### config.mk
export PLATFORM = sky130hd
export DESIGN_NAME = step0_out_sequencer
export DESIGN_NICKNAME = d
export VERILOG_FILES = /design/src/rtl/step0_out_sequencer.sv
export SDC_FILE = /design/constraint.sdc
export NUM_CORES = 1
export LEC_CHECK = 0
export CELL_PAD_IN_SITES_DETAIL_PLACEMENT = 2
export CELL_PAD_IN_SITES_GLOBAL_PLACEMENT = 2
export CORE_MARGIN = 1
export CORE_UTILIZATION = 49
export DETAILED_ROUTE_END_ITERATION = 8
export GPL_TIMING_DRIVEN = 0
export PLACE_DENSITY = 0.78
export REMOVE_ABC_BUFFERS = 1
export SLEW_MARGIN = 20
export SYNTH_ARGS = -nofsm -noshare
export SYNTH_HDL_FRONTEND = slang
export SYNTH_SLANG_ARGS = --single-unit
### constraint.sdc
create_clock -name clk -period 4.2 [get_ports clk]
set_clock_uncertainty 0.2 [all_clocks]
set_input_delay 1.05 -clock clk [delete_from_list [all_inputs] [get_ports clk]]
set_output_delay 1.05 -clock clk [all_outputs]
set_load 0.05 [all_outputs]
### src/rtl/step0_out_sequencer.sv
// Transmit-side sequencer for step0: captures NUM-sample butterfly blocks into
// ping-pong banks and streams them downstream over valid/ready with idx/last.
module step0_out_sequencer #(
    parameter int NUM     = 16,
    parameter int WIDTH   = 9,
    parameter int BIT_REV = 0
) (
    input  logic                    clk,
    input  logic                    rst,
    input  logic                    bfly_mul_en,
    input  logic signed [WIDTH-1:0] din_re,
    input  logic signed [WIDTH-1:0] din_im,
    output logic                    dout_valid,
    input  logic                    dout_ready,
    output logic signed [WIDTH-1:0] dout_re,
    output logic signed [WIDTH-1:0] dout_im,
    output logic [$clog2(NUM)-1:0]  dout_idx,
    output logic                    dout_last,
    output logic                    overflow
);
    localparam int AW = $clog2(NUM);
    localparam logic [AW-1:0] CNT_LAST = AW'(NUM - 1);

    logic [2*WIDTH-1:0] mem [2][NUM];
    logic [AW-1:0]      wr_cnt;
    logic [AW-1:0]      rd_cnt;
    logic [AW-1:0]      rd_addr;
    logic               wr_bank;
    logic               rd_bank;
    logic [1:0]         bank_full;
    logic [1:0]         bank_full_nxt;
    logic               wr_en;
    logic               wr_done;
    logic               rd_xfer;
    logic               rd_done;
    logic [2*WIDTH-1:0] rd_word;

    function automatic logic [AW-1:0] bit_reverse(input logic [AW-1:0] v);
        logic [AW-1:0] r;
        r = '0;
        for (int unsigned i = 0; i < AW; i++) begin
            r[i] = v[AW-1-i];
        end
        return r;
    endfunction

    always_comb begin
        wr_en      = bfly_mul_en && !bank_full[wr_bank];
        wr_done    = wr_en && (wr_cnt == CNT_LAST);
        dout_valid = bank_full[rd_bank];
        rd_xfer    = dout_valid && dout_ready;
        rd_done    = rd_xfer && (rd_cnt == CNT_LAST);

        // Write completion and drain completion always target different banks.
        bank_full_nxt = bank_full;
        if (wr_done) bank_full_nxt[wr_bank] = 1'b1;
        if (rd_done) bank_full_nxt[rd_bank] = 1'b0;

        rd_addr = (BIT_REV != 0) ? bit_reverse(rd_cnt) : rd_cnt;
        rd_word = mem[rd_bank][rd_addr];

        // Data is masked while idle so reset state reads as zero.
        dout_re   = dout_valid ? rd_word[2*WIDTH-1:WIDTH] : '0;
        dout_im   = dout_valid ? rd_word[WIDTH-1:0]       : '0;
        dout_idx  = rd_cnt;
        dout_last = dout_valid && (rd_cnt == CNT_LAST);
    end

    always_ff @(posedge clk) begin
        if (!rst && wr_en) begin
            mem[wr_bank][wr_cnt] <= {din_re, din_im};
        end
    end

    always_ff @(posedge clk) begin
        if (rst) begin
            wr_cnt    <= '0;
            rd_cnt    <= '0;
            wr_bank   <= 1'b0;
            rd_bank   <= 1'b0;
            bank_full <= '0;
            overflow  <= 1'b0;
        end else begin
            bank_full <= bank_full_nxt;

            if (bfly_mul_en) begin
                if (bank_full[wr_bank]) begin
                    overflow <= 1'b1;
                end else if (wr_done) begin
                    wr_cnt  <= '0;
                    wr_bank <= ~wr_bank;
                end else begin
                    wr_cnt <= wr_cnt + 1'b1;
                end
            end

            if (rd_xfer) begin
                if (rd_done) begin
                    rd_cnt  <= '0;
                    rd_bank <= ~rd_bank;
                end else begin
                    rd_cnt <= rd_cnt + 1'b1;
                end
            end
        end
    end

endmodule

Yosys cells after proc, flatten, opt, wreduce, memory -nomap -nowiden --
Memory sizes are Yosys's and may differ from the RTL's. A register that Yosys moved wholly into a read port is not among the register bits. Cells that the tools add are included.
Cells by class: $add $sub $neg 2, magnitude comparators 7, eq/ne operators 2, multiplexer cells 23, bitwise operators 8, reduce and logical (&&, ||, !) cells 15
Operators by type and width (number):
- $mux W288 | 1
- $bmux W18 S4 | 1
- $demux W18 S4 | 1
- $mux W18 | 3
- $mux W9 | 2
- $ge A5 B5 Y1 const B | 2
- $not A4 Y5 | 2
- $logic_and A1 B1 Y1 | 9
- $mux W1 | 9
- $add A4 B1 Y4 const B | 2
- $eq A4 B4 Y1 const B | 2
- $mux W4 | 2
- $reduce_and A2 Y1 | 3
- $lt A5 B1 Y1 const B | 1
- $lt A1 B2 Y1 const B | 2
- $mux W2 | 2
- $not A1 Y1 | 3
- $reduce_and A3 Y1 | 1
- $and A2 B2 Y2 | 1
- $demux W1 S1 | 2
- $ge A1 B1 Y1 const B | 2
- $logic_not A1 Y1 | 2
- $not A2 Y2 | 1
- $or A2 B2 Y2 | 1
Word-level totals: flip-flop bits (word level) 13, memory bits (writable) 576, input port bits 22, logic and storage cells 64, memories 1
Memories:
- mem | words 2, bits a word 288, rd ports 1, clocked after memory_dff 1, wr ports 1, line 24 | logic [2*WIDTH-1:0] mem [2][NUM];

Logic depth before layout (Yosys ltp) --
depth after elaboration 8, gate-level depth with buffers 8

Least setup slack after synthesis --
Ideal clock, no wire load.
path type register to output, start point reg rd_cnt[1], in the netlist dout_idx[1], end point out dout_im[0], arrival 2.513 ns, required time 2.950 ns, setup slack 0.437 ns, cell stages (with the launch flop) 8, path buffers 3, cell sequence dfxtp_1 > buf_2 > buf_4 > nand3b_1 > buf_2 > o221ai_1 > a21oi_1 > a221oi_2
Between the ends: longest elaborated chain between the ends 5
Ends and longest elaborated chain:
- start, declared | line 26 | logic [AW-1:0] rd_cnt;
- start signal, assigned | line 102 | rd_cnt <= rd_cnt + 1'b1;
- $not A4 Y5 (implied by the code) | line 60 | rd_word = mem[rd_bank][rd_addr];
- $bmux W18 S4 | line 60
- $mux W18 (implied by the code) (2 in a row) | line 60
- $mux W9 | line 64 | dout_im = dout_valid ? rd_word[WIDTH-1:0] : '0;
- end, declared | line 16 | output logic signed [WIDTH-1:0] dout_im,
Every way passes these cells. The select of a mux whose other input is x is not followed.

==> run metrics <==
Final Critical Period=4.22 ns; ratio of cells with drive above 1 in the final layout=26.9%; max-slew violations=0; yosys warns=0; CTS tree=yes; GRT Util Overall=a little over a third; area leader, netlist=edfxtp_1; DP HPWL=45.9 mm; post-route ant nets=0; filler cell count=3717; PnR worst setup slack=-0.0223 ns; drt wl/cell=43.8 µm; Layout Area Growth over Synthesis=17.1%; Post-synth EDFFs=576; Post-Place Setup Slack=-0.741 ns; WP data arrival=a little under 3 ns; fin util=between 50% and 60%; register area=17600 µm²; Synth Cell Area=roughly 23000 µm²; CP Data Required Time=2.95 ns; IO Pins=47; DR iter-0 viols=1364; pwr/cell area=438 nW/µm²; failing checks=design-rule violations, negative setup slack; most frequent cells in the layout=576 x edfxtp_1, 138 x mux2i_1, 90 x mux4_2, 64 x clkbuf_16, 48 x nand2_1; Final Hold Viols=0; Reg clk slew, reported paths=0.06 ns; DR DRC count=12; sequential share of the synthesized area=75.3%; area of the die=between 40000 and 50000 µm²; Synth area leaders=edfxtp_1 74%, mux4_2 8.7%, mux2i_1 6.3%; Max Clk Rate=237 MHz; Rel. slew slack=31.7%; vias in the first global route=13900; CTS Sinks=590; area share of the leading cell type in the synthesized netlist=roughly 74%; Die Y=220 µm; Setup crit start kind=flip-flop; IO Port Bufs=46; die width=220 µm; Async S/R FF share, synth=0%; later-pin clock latency in the skew report=0.63 ns; commonest non-fill, non-tap cell in the layout=edfxtp_1; Worst setup EP type=primary output; crit-path max FO=16; initial antenna violation count=3; Worst Tran Pin Value=just over 1 ns; RSZ-0062 raised after global routing=yes; Peak VDD IR=0.396 mV; nets@finish=approximately 1300; HP Class=reg -> reg; hold buffer count at CTS=0; synthesized flop and latch total=590; Max Cap Viol=0; largest net degree at the start of global routing=39; # rows=~80; cts bufs inserted=60; status=complete, but fails checks; drt pass-1 iters=7; Synth Instances=1170; gpl congestion=0.737; multi-input logic area=~5700 µm²; first-pass GRT wire length=114 mm; final worst path period share=101%; Setup violations, final=2; Netlist cell types=37; CORE AREA=46800 µm²; Post-synth top flop=edfxtp_1; vias=13000; Leak Pwr=0.00817 µW; WL final=84.5 mm; initial core utilization=approximately half; gr ovfl total=0; H-tree levels=2; Setup CP Type=reg -> out; CTS Buffer Depth=3; vias per cell=6.73; average size of a mapped cell=20.0 µm²; clk root buf=clkbuf_16
-- layout make-up --
class                   count  share of cell area (%)
diodes                      3                  0.0275
inverters                   6                  0.0824
well taps                 607                    2.78
flip-flops and latches    590                    64.4
repair buffers            108                    5.34
multi-input cells         505                    20.9
clock inverters            30                   0.673
clock buffers              79                    5.83
-- registers in the layout, summed over array words and instances (netlist names), named ones only --
name,flops
mem,576
dout_idx,4
wr_cnt,4
bank_full,2
overflow,1
rd_bank,1
wr_bank,1
-- worst paths after layout --
path,to,cells after the start,slack (ns),start
worst max-delay path,dout_re[5],7,-0.02,flip-flop
worst max register to register,mem[0][167],5,0.35,wr_bank
worst min register to register,overflow,2,0.33,overflow
worst min-delay path,overflow,2,0.33,overflow
-- critical path: stages (launching register included) --
cell and delay (ns):
dfxtp_4 0.49, buf_16 0.17, bufbuf_16 0.33, mux2i_1 0.11, a22oi_1 0.34, a41oi_2 0.24
a221oi_2 0.43, buf_6 0.22
-- power by group --
group	switching (µW)	total, µW	internal, µW
sequential	10.8	6480	6470
clock	2510	5280	2780
combinational	161	196	34.4
total	2680	12000	9280
-- per-layer routing --
layer | up-vias | track usage (%) | routed length [µm]
li1 | 5020 | - | -
met1 | 7079 | 44.7 | 32500
met2 | 708 | 59.8 | 43100
met3 | 160 | 4.54 | 5110
met4 | 2 | 15.1 | 3780
met5 | - | 0 | 10
-- cells by family after synthesis --
family	count (synthesis)	synth area share [%]
muxes	237	15.0
xor gates and xnor gates	5	0.188
AOI/OAI and AO/OA	100	3.74
and+or+nand+nor	158	3.23
adders and majority gates	5	0.268
buffers and inverters	75	2.29
DFF	590	75.3
-- metrics by stage --
| step | instance area [µm²] | instances | setup TNS, ns | hold slack, ns | total power [µW] |
|---|---|---|---|---|---|
| 2_1_floorplan | 22800 | 1101 | -114.01 | 0.276 | 6640 |
| 3_3_place_gp | 24100 | 1754 | -676.52 | 0.263 | 6760 |
| 3_5_place_dp | 25000 | 1788 | -100.84 | 0.311 | 6800 |
| 4_1_cts | 27200 | 1921 | 0 | 0.331 | 11800 |
| 5_1_grt | 27300 | 1925 | -0.0913 | 0.376 | 12100 |
| 6_report | 27300 | 1928 | -0.0312 | 0.334 | 12000 |
-- cells in the mapped netlist (3+ instances only) --
cell	count
nor2_1	39
mux2i_1	146
buf_4	4
buf_8	4
nand2_1	50
mux4_2	90
nand3b_1	3
a21oi_1	24
dfxtp_1	14
buf_2	20
clkbuf_1	21
buf_12	3
xor2_1	4
nand3_1	9
a22oi_1	18
nor2b_1	3
edfxtp_1	576
ha_1	5
o221ai_1	18
nor3_1	7
buf_6	16
or2_1	36
a41oi_1	19
a221oi_2	18
inv_1	6
-- what timing repair did --
action,4_1_cts,5_1_grt
gates cloned,4,2
setup endpoints to repair,25,39
setup buffers,20,1
pin swaps,7,5
resized for setup,130,25
(Power assumes the default switching activity.)
